$ cat config.mk
export PLATFORM = sky130hd
export DESIGN_NAME = divisor_sequencial
export DESIGN_NICKNAME = d
export VERILOG_FILES = /design/src/rtl/divisor_sequencial.sv
export SDC_FILE = /design/constraint.sdc
export NUM_CORES = 1
export LEC_CHECK = 0
export BUFFER_PORTS_ARGS = -buffer_cell sky130_fd_sc_hd__buf_2
export CAP_MARGIN = 5
export CORE_AREA = 2 2 59 61
export CTS_CLUSTER_DIAMETER = 80
export DETAILED_ROUTE_END_ITERATION = 7
export DIE_AREA = 0 0 61 63
export PLACE_DENSITY = 0.67
export RECOVER_POWER = 25
export SETUP_SLACK_MARGIN = 0.05
export SLEW_MARGIN = 20
export SYNTH_ARGS = -nofsm -noshare
export SYNTH_HDL_FRONTEND = slang
export SYNTH_SLANG_ARGS = --single-unit
$ cat constraint.sdc
create_clock -name clk -period 4.2 [get_ports clk]
set_clock_uncertainty 0.1 [all_clocks]
set_input_delay 0.84 -clock clk [delete_from_list [all_inputs] [get_ports clk]]
set_output_delay 0.84 -clock clk [all_outputs]
set_load 0.03 [all_outputs]
$ cat src/rtl/divisor_sequencial.sv
// Sequential 4-bit unsigned restoring divider, one quotient bit per clock.
// Every trial subtraction goes through a single 4-bit ripple-borrow subtractor.

module subtrator (
    output logic [3:0] S,
    output logic       Bout,
    input  logic [3:0] A,
    input  logic [3:0] B
);

    logic [4:0] borrow;

    assign borrow[0] = 1'b0;

    for (genvar i = 0; i < 4; i++) begin : g_cell
        assign S[i]          = A[i] ^ B[i] ^ borrow[i];
        assign borrow[i + 1] = (~A[i] & B[i]) | (~(A[i] ^ B[i]) & borrow[i]);
    end

    assign Bout = borrow[4];

endmodule

module divisor_sequencial (
    input  logic       clk,
    input  logic       reset,
    input  logic       start,
    input  logic [3:0] dividendo,
    input  logic [3:0] divisor,
    output logic [3:0] quociente,
    output logic [3:0] resto,
    output logic       ocupado,
    output logic       pronto,
    output logic       erro_div0
);

    typedef enum logic [1:0] {
        OCIOSO,
        CALC,
        FIM
    } estado_t;

    estado_t    estado;
    logic [3:0] r;
    logic [3:0] q;
    logic [3:0] d;
    logic [1:0] contador;

    logic [3:0] t;
    logic [3:0] s;
    logic       bout;
    logic [3:0] r_prox;
    logic [3:0] q_prox;

    // r stays below d (at most 7), so shifting in the next dividend bit fits in 4 bits
    assign t = {r[2:0], q[3]};

    subtrator u_sub (
        .S    (s),
        .Bout (bout),
        .A    (t),
        .B    (d)
    );

    // A borrow means the trial subtraction failed: restore t and shift in a 0
    always_comb begin
        r_prox = bout ? t : s;
        q_prox = {q[2:0], ~bout};
    end

    always_ff @(posedge clk) begin
        if (reset) begin
            estado    <= OCIOSO;
            r         <= '0;
            q         <= '0;
            d         <= '0;
            contador  <= '0;
            quociente <= '0;
            resto     <= '0;
            ocupado   <= 1'b0;
            pronto    <= 1'b0;
            erro_div0 <= 1'b0;
        end else begin
            pronto <= 1'b0;
            case (estado)
                OCIOSO: begin
                    if (start) begin
                        d        <= divisor;
                        q        <= dividendo;
                        r        <= '0;
                        contador <= 2'd3;
                        if (divisor != 4'd0) begin
                            estado  <= CALC;
                            ocupado <= 1'b1;
                        end else begin
                            estado    <= FIM;
                            quociente <= 4'hF;
                            resto     <= dividendo;
                            erro_div0 <= 1'b1;
                        end
                    end
                end
                CALC: begin
                    r        <= r_prox;
                    q        <= q_prox;
                    contador <= contador - 2'd1;
                    if (contador == 2'd0) begin
                        estado    <= FIM;
                        ocupado   <= 1'b0;
                        quociente <= q_prox;
                        resto     <= r_prox;
                        erro_div0 <= 1'b0;
                    end
                end
                FIM: begin
                    pronto <= 1'b1;
                    estado <= OCIOSO;
                end
                default: begin
                    estado <= OCIOSO;
                end
            endcase
        end
    end

endmodule
Word-level counts from Yosys, hierarchy flattened
Cells that the tools add are included.
W data, S select, Z words.
{"block": "totals", "wordCells": 78, "input_bits": 11, "output_inout_bits": 11, "register_bits": 26}
{"block": "op_classes", "bitwise": 25, "eq_ne": 6, "add_sub_neg": 1, "reduce_logical": 9, "muxes": 27}
{"op": "$mux W4", "count": 8}
{"op": "$pmux W4 S2", "count": 3}
{"op": "$mux W2", "count": 4}
{"op": "$ne A2 B2 Y1 const B", "count": 4}
{"op": "$not A1 Y1", "count": 8}
{"op": "$pmux W2 S2", "count": 2}
{"op": "$reduce_and A4 Y1", "count": 2}
{"op": "$and A1 B1 Y1", "count": 7}
{"op": "$xor A1 B1 Y1", "count": 7}
{"op": "$mux W1", "count": 6}
{"op": "$pmux W3 S2", "count": 1}
{"op": "$reduce_and A2 Y1", "count": 3}
{"op": "$logic_not A2 Y1", "count": 2}
{"op": "$pmux W1 S2", "count": 2}
{"op": "$reduce_bool A4 Y1", "count": 1}
{"op": "$mux W3", "count": 1}
{"op": "$or A1 B1 Y1", "count": 3}
{"op": "$eq A2 B1 Y1 const B", "count": 1}
{"op": "$eq A2 B2 Y1 const B", "count": 1}
{"op": "$reduce_bool A2 Y1", "count": 1}
{"op": "$sub A2 B1 Y2 const B", "count": 1}

Longest topological paths before layout
Gate-level depths: netlist of run 1.
{"block": "depth", "depth_word": 11, "mapped_depth": 12, "ltp_nobuf": 11}

Modules after synthesis
A second synthesis of run 1 with hierarchy kept.
{"block": "hier_totals", "hier_cells": 144, "area_unflattened_um2": 1256.2}
{"module": "divisor_sequencial", "area_per_inst_um2": 1146.1, "cells_per_inst": 130, "seq_area_each_um2": 520.5, "n_inst": 1}
{"module": "subtrator", "area_per_inst_um2": 110.1, "cells_per_inst": 14, "seq_area_each_um2": 0.0, "n_inst": 1}

Least setup slack after synthesis of run 1
Ideal clock, no wire load.
{"block": "synth_path", "path_type": "reg-to-reg", "startpoint": "register q[3]", "endpoint": "register r[1]", "path_buffers": 1, "t_required_ns": 3.972, "stages_incl_launch_ff": 13, "synth_period_minus_slack_ns": 2.291, "setup_time_ns": 0.128, "t_arrival_ns": 2.064, "slack_ns": 1.909, "path_cell_list": "dfxtp_1 > inv_1 > ha_1 > inv_1 > fa_1 > inv_1 > fa_1 > inv_1 > fa_1 > buf_2 > mux2_2 > a22oi_1 > nor2_1"}
{"block": "synth_between", "elab_chain_cells": 10, "word_cells_on_any_way": 11, "classes_between": "mux (2); bitwise (9)"}
{"item": "start, declared", "line": "45", "source": "logic [3:0] q;"}
{"item": "start signal, assigned", "line": "89", "source": "q <= dividendo;"}
{"item": "start signal, assigned", "line": "105", "source": "q <= q_prox;"}
{"item": "$not A1 Y1 *", "line": "17", "source": "assign borrow[i + 1] = (~A[i] & B[i]) | (~(A[i] ^ B[i]) & borrow[i]);"}
{"item": "$and A1 B1 Y1 *", "line": "17"}
{"item": "$and A1 B1 Y1", "line": "17"}
{"item": "$or A1 B1 Y1", "line": "17"}
{"item": "$and A1 B1 Y1", "line": "17"}
{"item": "$or A1 B1 Y1", "line": "17"}
{"item": "$and A1 B1 Y1", "line": "17"}
{"item": "$or A1 B1 Y1", "line": "17"}
{"item": "$mux W4 *", "line": "67", "source": "r_prox = bout ? t : s;"}
{"item": "$pmux W3 S2 *", "line": "85", "source": "case (estado)"}
{"item": "end signal, assigned", "line": "104", "source": "r <= r_prox;"}
{"item": "end, declared", "line": "44", "source": "logic [3:0] r;"}
Mark *: on every way between the ends. The rest lies on a longest branch, timed or not.
A chain may end at the register's enable or synchronous reset.

Worst setup path in the final report of run 1
{"block": "layout_path", "startpoint": "input start", "endpoint": "register resto[1]"}
{"block": "layout_between", "elab_chain_cells": 2}
{"item": "start, declared", "line": "27", "source": "input logic start,"}
{"item": "$ne A2 B2 Y1 (no line)"}
{"item": "$reduce_and A4 Y1 (no line)"}
{"item": "end signal, assigned", "line": "98", "source": "resto <= dividendo;"}
{"item": "end signal, assigned", "line": "111", "source": "resto <= r_prox;"}
{"item": "end, declared", "line": "31", "source": "output logic [3:0] resto,"}
No other way between the ends.

==> results of run 1 <==
## Yosys cell counts, drive strengths merged
library cell	number
nand2b	1
nor4	1
nand3b	1
o21bai	1
ha	2
o21ba	1
nor2b	3
mux2	1
fa	3
dfxtp	26
and3b	1
a21oi	11
and3	1
inv	11
nor3	6
a22oi	2
a221oi	1
or4	1
o21ai	4
o211ai	2
nor3b	1
clkbuf	3
nand2	19
a211oi	7
o41ai	1
o31ai	1
a31oi	2
buf	5
a311oi	4
nor2	11
o2111ai	2
or3b	1
xnor2	1
## worst max-delay path: stages
cell and delay, ns:
clkbuf_1 0.16, nor3b_1 1.22, a21oi_2 0.20, o41ai_2 0.34
## power by group
group	switching (mW)	total [mW]	leakage, nW	internal (mW)
registers	0.0161	0.285	0.213	0.269
logic	0.0888	0.138	0.321	0.0490
clock network	0.0791	0.176	0.0279	0.0967
total	0.184	0.599	0.563	0.415
## per-stage QoR
stage,power (mW),util,setup slack [ns],std cells
6_report,0.5989,0.4324,1.603,201
5_1_grt,0.6322,0.4324,1.400,201
4_1_cts,0.6039,0.4359,1.724,201
3_5_place_dp,0.4286,0.4197,1.755,197
3_3_place_gp,0.4220,0.4197,1.835,197
2_1_floorplan,0.3931,-,1.909,138
## cell families after synthesis
family,Yosys count,share of synthesized area
flops,26,0.4198
mux,1,0.009081
compound gates,39,0.2280
simple gates,47,0.1968
fa+ha+maj,5,0.06862
xor+xnor,1,0.007065
buf+inv,19,0.07063
## cell type report
cell class	instances	area [sq um]	area share
Clock buffer	3	22.52	0.01611
Clock inverter	1	30.03	0.02149
Inverter	11	41.29	0.02954
Multi-Input combinational cell	93	623.1	0.4458
Sequential cell	26	520.5	0.3724
Tap cell	46	57.56	0.04118
Timing Repair Buffer	21	102.6	0.07341
## worst paths after layout
| kind | start | to | slack [ns] | depth (start not counted) |
|---|---|---|---|---|
| worst max-delay path | start | resto[1] | 1.60 | 4 |
| worst min-delay path | d[3] | d[3] | 0.38 | 2 |
| worst max register to register | q[3] | r[1] | 1.70 | 11 |
| worst min register to register | d[3] | d[3] | 0.38 | 2 |
## routing by layer
layer / track usage / up-vias
met5: 0 / -
met4: 0.03804 / 0
met3: 0.04555 / 7
met2: 0.2661 / 23
met1: 0.2069 / 516
li1: - / 524
## state kept, by name (all words and copies together) (netlist names)
signal     count
resto          4
d              4
pronto         1
erro_div0      1
r              3
q              4
estado         2
ocupado        1
contador       2
quociente      4
==> key figures, run 1 <==
Outcome
  – Status: complete, but fails checks
  – Failing checks: max-capacitance violations, max-slew violations

Timing
  – Total negative slack: 0 ns
  – RSZ-0062 raised after global routing: false
  – Hold Slack: 0.3757 ns
  – Crit share post-route: 0.6183
  – Max-slew violation count: 14
  – Final setup viols: 0
  – Tmin final: 2.597 ns
  – Hold Fails Final Rpt: 0
  – Worst-Margin Slew: 1.528 ns
  – Fmax: 385.1 MHz
  – Headroom to the max-slew limit: -0.02108

Clocking
  – Post-CTS Hold Buffers: 0
  – Setup Buffers After CTS: 0
  – H-Tree Depth: 1
  – Number of buffers created by CTS: 3
  – Clk Tree Root Cell: clkbuf_4
  – CTS tree: built
  – Latest clock arrival within the worst-skew pair: 0.34 ns
  – Clock Sink Count: 26
  – Clock transition at path regs: 0.15 ns
  – Clock buffer depth: 2
  – Post-CTS sizing: 0

GRT
  – Antenna violations before repair: 0
  – Overall routing resource usage: 0.1622
  – First-pass GRT wire length: about 4700 um
  – Vias in the first global route: 1011
  – Total global routing overflow: 0
  – Largest net degree at the start of global routing: 24

Worst hold path
  – Worst Hold Class: flop to flop

Pwr
  – P_leak: 0.5628 nW
  – Cell Pwr Density: 428.5 nW/um^2
  – Max IR drop VDD: just over 0.2 mV

Synth
  – Avg Inst Size Synth: 8.985 sq um
  – Seq/Total Area, Yosys: 0.4198
  – FF+latch count, synth: 26
  – Unique masters post-synth: 39
  – Cell count after synthesis: 138
  – Top post-synthesis cells by area: dfxtp_1 42%, nand2_1 5.8%, fa_1 4.8%, a211oi_1 4.2%, a21oi_1 4.0%
  – Synthesized area: 1240 sq um
  – Ys Warns: 0
  – Post-synthesis net count: 154
  – Area leader, netlist: dfxtp_1
  – Post-synth top area share: 0.4198

Finish
  – Ratio of cells with drive above 1 in the final layout: 0.1871
  – Ant diodes: 0
  – Post-Layout Inst Area: 1398 sq um
  – Area Overhead vs Synth: 12.71%
  – Final nets: 172
  – Fill cell count: 335
  – Commonest non-fill, non-tap cell in the layout: dfxtp_1
  – Most frequent cells in the layout: 26 x dfxtp_1, 19 x nand2_1, 19 x buf_2, 11 x inv_1, 11 x nor2_1

Routing
  – Iter 0 DRT Violations: 47
  – Post-route ant nets: 0
  – Final wirelength: around 2800 um
  – Highest metal used: met4
  – Met2 wire len: 1405 um
  – DRC violations left: 0
  – WL/cell: 13.86 um
  – DRT Pass-1 Iters: 4
  – Vias per Instance: approximately 5.3
  – M1 WL: approximately 1200 um
  – Vias: 1070
  – Wire length on met3: 136 um

Floorplan
  – Ports: 22
  – DIE WIDTH: 61 um
  – Initial Util: 0.3837
  – Die area: 3843 sq um
  – Core area: 3232 sq um
  – Row count: 21
  – Die height: 63 um

Worst setup path
  – Setup crit end kind: flop
  – CP Launch Type: primary input
  – CP max FO: 13
  – Arr. time, crit path: about 2.8 ns
  – Setup CP Type: primary input to flop
  – CP required: roughly 4.4 ns

Placed design
  – # port buffers: 21
  – Gp weighted congestion: 0.7877
  – Cell Area, Placed: 1356 sq um
  – Dpl hpwl: 2051 um

Run
  – Maxcap violations: 1
(Power assumes the default switching activity.)
==> run 2: changes to the inputs <==
==> constraint.sdc (replaced) <==
create_clock -name clk -period 2.65 [get_ports clk]
set_clock_uncertainty 0.1 [all_clocks]
set_input_delay 0.53 -clock clk [delete_from_list [all_inputs] [get_ports clk]]
set_output_delay 0.53 -clock clk [all_outputs]
set_load 0.03 [all_outputs]
==> run 2 against run 1 <==
  * The flow now finishes without violations
  * Utilization grew 0.62 points
  * Sequential power grew 59%
  * Critical path type is now flop to flop
  * Combinational power grew 63%
  * Total power grew 59%
  * Cell area grew 1.4%
  * Die area is the same
  * Largest cell class unchanged
  * Non-clock buffer count grew 2
==> key figures, run 2 (same netlist as run 1, synthesis figures left out) <==
Routing
  – Vias per Instance: 5.197 (was 5.323)
  – Iter 0 DRT Violations: 60 (was 47)
  – Final wirelength: 2832 um (was 2785 um)
  – DRC violations left: 0 (unchanged)
  – Vias: 1055 (was 1070)
  – DRT Pass-1 Iters: 4 (unchanged)
  – Post-route ant nets: 0 (unchanged)
  – WL/cell: 13.95 um (was 13.86 um)

Placed design
  – Gp weighted congestion: 0.7840 (was 0.7877)
  – Dpl ws: 0.1738 ns (was 1.755 ns)
  – Cell Area, Placed: 1371 sq um (was 1356 sq um)
  – Dpl hpwl: 2117 um (was 2051 um)
  – # port buffers: 21 (unchanged)

Clocking
  – Latest clock arrival within the worst-skew pair: 0.33 ns (was 0.34 ns)
  – Clk Tree Root Cell: clkbuf_4 (unchanged)
  – CTS tree: built (unchanged)
  – Clock Sink Count: 26 (unchanged)
  – Clock transition at path regs: 0.15 ns (about the same)
  – Clock buffer depth: 2 (unchanged)
  – Post-CTS Hold Buffers: 0 (unchanged)
  – Number of buffers created by CTS: 3 (unchanged)
  – Setup Buffers After CTS: 0 (unchanged)
  – H-Tree Depth: 1 (unchanged)

Worst setup path
  – Setup CP Type: flop to flop (was primary input to flop)
  – CP max FO: 9 (was 13)
  – Worst r2r src: q[3] (unchanged)
  – Slowest stage delay, CP: 0.39 ns (was 1.22 ns)
  – CP Launch Type: flop (was primary input)
  – Critical Path Most Common Cell: inv_1
  – CP required: 2.75 ns (was 4.37 ns)
  – Worst-path cell chain: inv_1 > ha_1 > inv_1 > fa_1 > inv_1 > fa_1 > inv_1 > fa_2 > mux2_2 > nor2_1 > o41ai_2 (was clkbuf_1 > nor3b_1 > a21oi_2 > o41ai_2)
  – Reg2reg end: resto[1] (was r[1])
  – Setup crit end kind: flop (unchanged)
  – Arr. time, crit path: 2.55 ns (was 2.76 ns)
  – Reg2Reg Setup Slack: 0.19 ns (was 1.70 ns)
  – R2R depth: 11 (unchanged)
  – Critical-path top delay cell: dfxtp_1 (was nor3b_1)

Worst hold path
  – Worst hold stages: 2 (unchanged)
  – WHS Endpoint: d[1] (was d[3])
  – Hold path startpoint: d[1] (was d[3])
  – Worst Hold Class: flop to flop (unchanged)

Run
  – Maxcap violations: 0 (was 1)

Pwr
  – Max IR drop VDD: 0.3511 mV (was 0.2022 mV)
  – Cell Pwr Density: 671.2 nW/um^2 (was 428.5 nW/um^2)
  – Net Sw Power: 290.0 uW (was 184.0 uW)
  – Gate power share: 0.237 (was 0.230)
  – Pwr Total: 951.4 uW (was 598.9 uW)
  – Pint: 661.4 uW (was 414.9 uW)
  – P_leak: 0.5738 nW (was 0.5628 nW)
  – Clock power share: 0.288 (was 0.294)
  – Sw Share: 0.3048 (was 0.3072)
  – Flop pwr share: 0.475 (was 0.476)

GRT
  – First-pass GRT wire length: 4885 um (was 4719 um)
  – GRT met2 Usage: 0.2796 (was 0.2661)
  – Largest net degree at the start of global routing: 24 (unchanged)
  – Total global routing overflow: 0 (unchanged)
  – Vias in the first global route: 1063 (was 1011)
  – Global routing's busiest layer: met2 (unchanged)
  – Antenna violations before repair: 0 (unchanged)
  – GR Layer Usage met3: 0.05590 (was 0.04555)
  – Met1 GRT Util: 0.2101 (was 0.2069)
  – Overall routing resource usage: 0.1680 (was 0.1622)

Floorplan
  – Ports: 22 (unchanged)
  – Initial Util: 0.3837 (unchanged)
  – Row count: 21 (unchanged)
  – Die height: 63 um (unchanged)
  – DIE WIDTH: 61 um (unchanged)
  – Core area: 3232 sq um (unchanged)
  – Die area: 3843 sq um (unchanged)

Finish
  – Fill cell count: 336 (was 335)
  – Most frequent cells in the layout: 26 x dfxtp_1, 20 x buf_2, 19 x nand2_1, 11 x inv_1, 11 x nor2_1 (was 26 x dfxtp_1, 19 x nand2_1, 19 x buf_2, 11 x inv_1, 11 x nor2_1)
  – Final core occ: 0.4386 (was 0.4324)
  – Ant diodes: 0 (unchanged)
  – Area Overhead vs Synth: 14.33% (was 12.71%)
  – Ratio of cells with drive above 1 in the final layout: 0.2102 (was 0.1871)
  – Post-Layout Inst Area: 1418 sq um (was 1398 sq um)
  – Commonest non-fill, non-tap cell in the layout: dfxtp_1 (unchanged)
  – Final nets: 174 (was 172)

Timing
  – Crit share post-route: 0.9265
  – Hold Fails Final Rpt: 0 (unchanged)
  – Total negative slack: 0 ns (unchanged)
  – Headroom to the max-slew limit: 0.3027 (was -0.02108)
  – Final WS setup: 0.1948 ns (was 1.603 ns)
  – Final setup viols: 0 (unchanged)
  – Fmax: about 400 MHz
  – Tmin final: 2.455 ns
  – Max-slew violation count: 0 (was 14)
  – Worst-Margin Slew: 1.046 ns (was 1.528 ns)
  – RSZ-0062 raised after global routing: false (unchanged)

Outcome
  – Status: complete, no violations (was complete, but fails checks)
-- run 2: changes by cell type in the layout (fill, tap and decap cells not counted), sizes merged --
cell | previous run | this run
buf | 19 | 21
-- run 2: final cells by class --
cell class / count / area [sq um] / share of cell area
Multi-Input combinational cell: 93 / 630.6 / 0.4448
Sequential cell: 26 / 520.5 / 0.3672
Timing Repair Buffer: 23 / 115.1 / 0.08120
Tap cell: 46 / 57.56 / 0.04060
Inverter: 11 / 41.29 / 0.02913
Clock inverter: 1 / 30.03 / 0.02118
Clock buffer: 3 / 22.52 / 0.01589
-- run 2: power groups by stage --
stage / Sequential, mW / Combinational (mW) / Clock, mW
finish: 0.452 / 0.225 / 0.274
floorplan: 0.482 / 0.142 / 0
global route: 0.457 / 0.251 / 0.295
detailed placement: 0.461 / 0.224 / 0
CTS: 0.452 / 0.226 / 0.279
global placement: 0.458 / 0.216 / 0
-- run 2: worst max-delay path by stage --
stage	end	start	depth (start not counted)	slack, ns
finish	resto[1]	q[3]	11	0.19
CTS	resto[1]	q[3]	11	0.16
global route	r[1]	q[3]	11	0.05
detailed placement	resto[1]	q[3]	11	0.17
global placement	resto[1]	q[3]	11	0.28
floorplan	r[1]	q[3]	12	0.36
-- run 2: worst max-delay path: cells and delay by family, from the launching register on --
family / cells / cell delay [ns]
DFF: 1 / 0.39
adders and majority gates: 4 / 1.01
buffers and inverters: 4 / 0.26
and+or+nand+nor: 1 / 0.13
muxes: 1 / 0.37
AOI/OAI and AO/OA: 1 / 0.08
-- run 2: timing repair --
action                                  4_1_cts  5_1_grt
hold endpoints to repair                      0        0
resized for setup                             0        1
endpoints found under the setup margin        0        4
-- run 2: metal layers --
metal | vias up | wire length [um]
met5 | - | 0
met4 | 0 | 18
met3 | 2 | 127
met1 | 504 | 1206
met2 | 25 | 1479
li1 | 524 | -
-- run 2: per-stage QoR --
step,instances,hold WS (ns)
3_5_place_dp,199,0.3470
5_1_grt,203,0.3581
2_1_floorplan,138,0.3363
6_report,203,0.3614
3_3_place_gp,199,0.3484
4_1_cts,203,0.3653
==> run 3: changes to the inputs <==
--- a/config.mk
+++ b/config.mk
@@ -11,7 +11,7 @@
 export CTS_CLUSTER_DIAMETER = 80
 export DETAILED_ROUTE_END_ITERATION = 7
 export DIE_AREA = 0 0 61 63
-export PLACE_DENSITY = 0.67
+export PLACE_DENSITY = 0.69
 export RECOVER_POWER = 25
 export SETUP_SLACK_MARGIN = 0.05
 export SLEW_MARGIN = 20
==> constraint.sdc (replaced) <==
create_clock -name clk -period 2.25 [get_ports clk]
set_clock_uncertainty 0.1 [all_clocks]
set_input_delay 0.45 -clock clk [delete_from_list [all_inputs] [get_ports clk]]
set_output_delay 0.45 -clock clk [all_outputs]
set_load 0.03 [all_outputs]
==> run 3 against run 2 <==
  * The flow now finishes with violations (negative setup slack)
  * Total power is 22% higher
  * Sequential cell count stayed put
  * Sequential power is 18% higher
  * Largest cell class unchanged
  * Highest routed layer unchanged
==> key figures, run 3 (same netlist as run 1, synthesis figures left out) <==
Floorplan
  – DIE WIDTH: 61 um (unchanged)
  – Die height: 63 um (unchanged)
  – Row count: 21 (unchanged)
  – Die area: 3843 sq um (unchanged)
  – Core area: 3232 sq um (unchanged)
  – Initial Util: 0.3837 (unchanged)
  – Ports: 22 (unchanged)

Placed design
  – Gp weighted congestion: 0.8651 (was 0.7840)
  – Dpl hpwl: 2180 um (was 2117 um)
  – DP Cell Count: 201 (was 199)
  – # port buffers: 21 (unchanged)
  – Cell Area, Placed: 1389 sq um (was 1371 sq um)

GRT
  – Antenna violations before repair: 0 (unchanged)
  – Vias in the first global route: 1067 (was 1063)
  – Overall routing resource usage: 0.1651 (was 0.1680)
  – Largest net degree at the start of global routing: 24 (unchanged)
  – Total global routing overflow: 0 (unchanged)
  – First-pass GRT wire length: 4843 um (was 4885 um)

Pwr
  – P_leak: 0.5926 nW (was 0.5738 nW)
  – Cell Pwr Density: 780.7 nW/um^2 (was 671.2 nW/um^2)
  – Max IR drop VDD: 0.2975 mV (was 0.3511 mV)

Clocking
  – Clk Tree Root Cell: clkbuf_4 (unchanged)
  – Clock buffer depth: 2 (unchanged)
  – Clock transition at path regs: 0.14 ns (was 0.15 ns)
  – Clock Sink Count: 26 (unchanged)
  – Latest clock arrival within the worst-skew pair: 0.33 ns (about the same)
  – Post-CTS Hold Buffers: 0 (unchanged)
  – Number of buffers created by CTS: 3 (unchanged)
  – H-Tree Depth: 1 (unchanged)
  – CTS tree: built (unchanged)

Worst setup path
  – Arr. time, crit path: 2.40 ns (was 2.55 ns)
  – CP Launch Type: flop (unchanged)
  – CP max FO: 8 (was 9)
  – Setup crit end kind: flop (unchanged)
  – CP required: 2.37 ns (was 2.75 ns)
  – Setup CP Type: flop to flop (unchanged)

Finish
  – Final nets: 178 (was 174)
  – Final core occ: 0.4595 (was 0.4386)
  – Ant diodes: 0 (unchanged)
  – Fill cell count: 322 (was 336)
  – Most frequent cells in the layout: 25 x dfxtp_1, 19 x nand2_1, 19 x buf_2, 10 x a21oi_1, 10 x nor2_1 (was 26 x dfxtp_1, 20 x buf_2, 19 x nand2_1, 11 x inv_1, 11 x nor2_1)
  – Ratio of cells with drive above 1 in the final layout: 0.2981 (was 0.2102)
  – Post-Layout Inst Area: 1485 sq um (was 1418 sq um)
  – Area Overhead vs Synth: 19.78% (was 14.33%)
  – Commonest non-fill, non-tap cell in the layout: dfxtp_1 (unchanged)
  – Non-Filler Instances: 207 (was 203)

Timing
  – Max-slew violation count: 0 (unchanged)
  – Crit share post-route: 1.015 (was 0.9265)
  – RSZ-0062 raised after global routing: true (was false)
  – Final setup viols: 3 (was 0)
  – Fmax: 438.0 MHz (was 407.3 MHz)
  – Headroom to the max-slew limit: 0.6205 (was 0.3027)
  – Hold Fails Final Rpt: 0 (unchanged)
  – Worst-Margin Slew: 0.5668 ns (was 1.046 ns)
  – Final WS setup: -0.03300 ns (was 0.1948 ns)
  – Tmin final: 2.283 ns (was 2.455 ns)

Routing
  – DRC violations left: 0 (unchanged)
  – DRT Pass-1 Iters: 4 (unchanged)
  – Iter 0 DRT Violations: 21 (was 60)
  – WL/cell: 13.99 um (was 13.95 um)
  – Final wirelength: 2896 um (was 2832 um)
  – Post-route ant nets: 0 (unchanged)
  – Vias: 1090 (was 1055)
  – Vias per Instance: 5.266 (was 5.197)

Worst hold path
  – Worst Hold Class: primary input to flop (was flop to flop)

Run
  – Maxcap violations: 0 (unchanged)

Outcome
  – Status: complete, but fails checks (was complete, no violations)
  – Failing checks: negative setup slack
run 3: timing repair:
| item | 4_1_cts | 5_1_grt |
|---|---|---|
| gates cloned | 0 | 0 |
| setup endpoints to repair | 7 | 9 |
| setup buffers | 2 | 0 |
| pin swaps | 8 | 7 |
| gates resized for setup | 7 | 6 |
run 3: layout make-up:
type,count,area (sq um),area share
Inverter,11,41.29,0.02780
Timing Repair Buffer,27,147.6,0.09941
Tap cell,46,57.56,0.03875
Clock buffer,3,22.52,0.01516
Clock inverter,1,30.03,0.02022
Sequential cell,26,521.8,0.3513
Multi-Input combinational cell,93,664.4,0.4473
run 3: final timing paths:
| path | from | end | cells past startpoint | slack [ns] |
|---|---|---|---|---|
| setup reg to reg | q[3] | r[1] | 11 | -0.03 |
| setup / recovery | q[3] | r[1] | 11 | -0.03 |
| hold reg to reg | d[1] | d[1] | 2 | 0.37 |
| hold / removal | divisor[1] | d[1] | 3 | 0.28 |
run 3: worst max-delay path: stages, from the launching register on:
cell	delay [ns]
dfxtp_2	0.35
inv_2	0.06
ha_4	0.12
inv_2	0.03
fa_2	0.33
inv_2	0.06
fa_2	0.18
inv_2	0.04
fa_2	0.41
mux2_4	0.34
a22oi_2	0.11
nor2_1	0.05
run 3: power breakdown:
part           internal (mW)  switching, mW  leakage (nW)  total [mW]
clock                  0.180          0.144        0.0279       0.324
combinational          0.122          0.180         0.351       0.301
sequential             0.503         0.0311         0.214       0.534
run 3: layer usage:
metal	track usage	vias up	wire length, um
met1	0.2008	519	1169
li1	-	537	-
met4	0.05707	0	66
met5	0	-	0
met2	0.2863	26	1522
met3	0.02484	8	137
run 3: per-stage QoR:
step                      worst slack (ns)  hold WS, ns  power [mW]  setup TNS [ns]
after floorplan                   0.006155       0.3363      0.7412               0
after global placement             0.01134       0.3502      0.8065               0
after detailed placement          -0.06839       0.3548      0.8186         -0.1725
after CTS                         -0.05693       0.2792       1.162         -0.1774
after global routing               -0.1358       0.2856       1.221         -0.6614
final                             -0.03300       0.2820       1.159        -0.06641
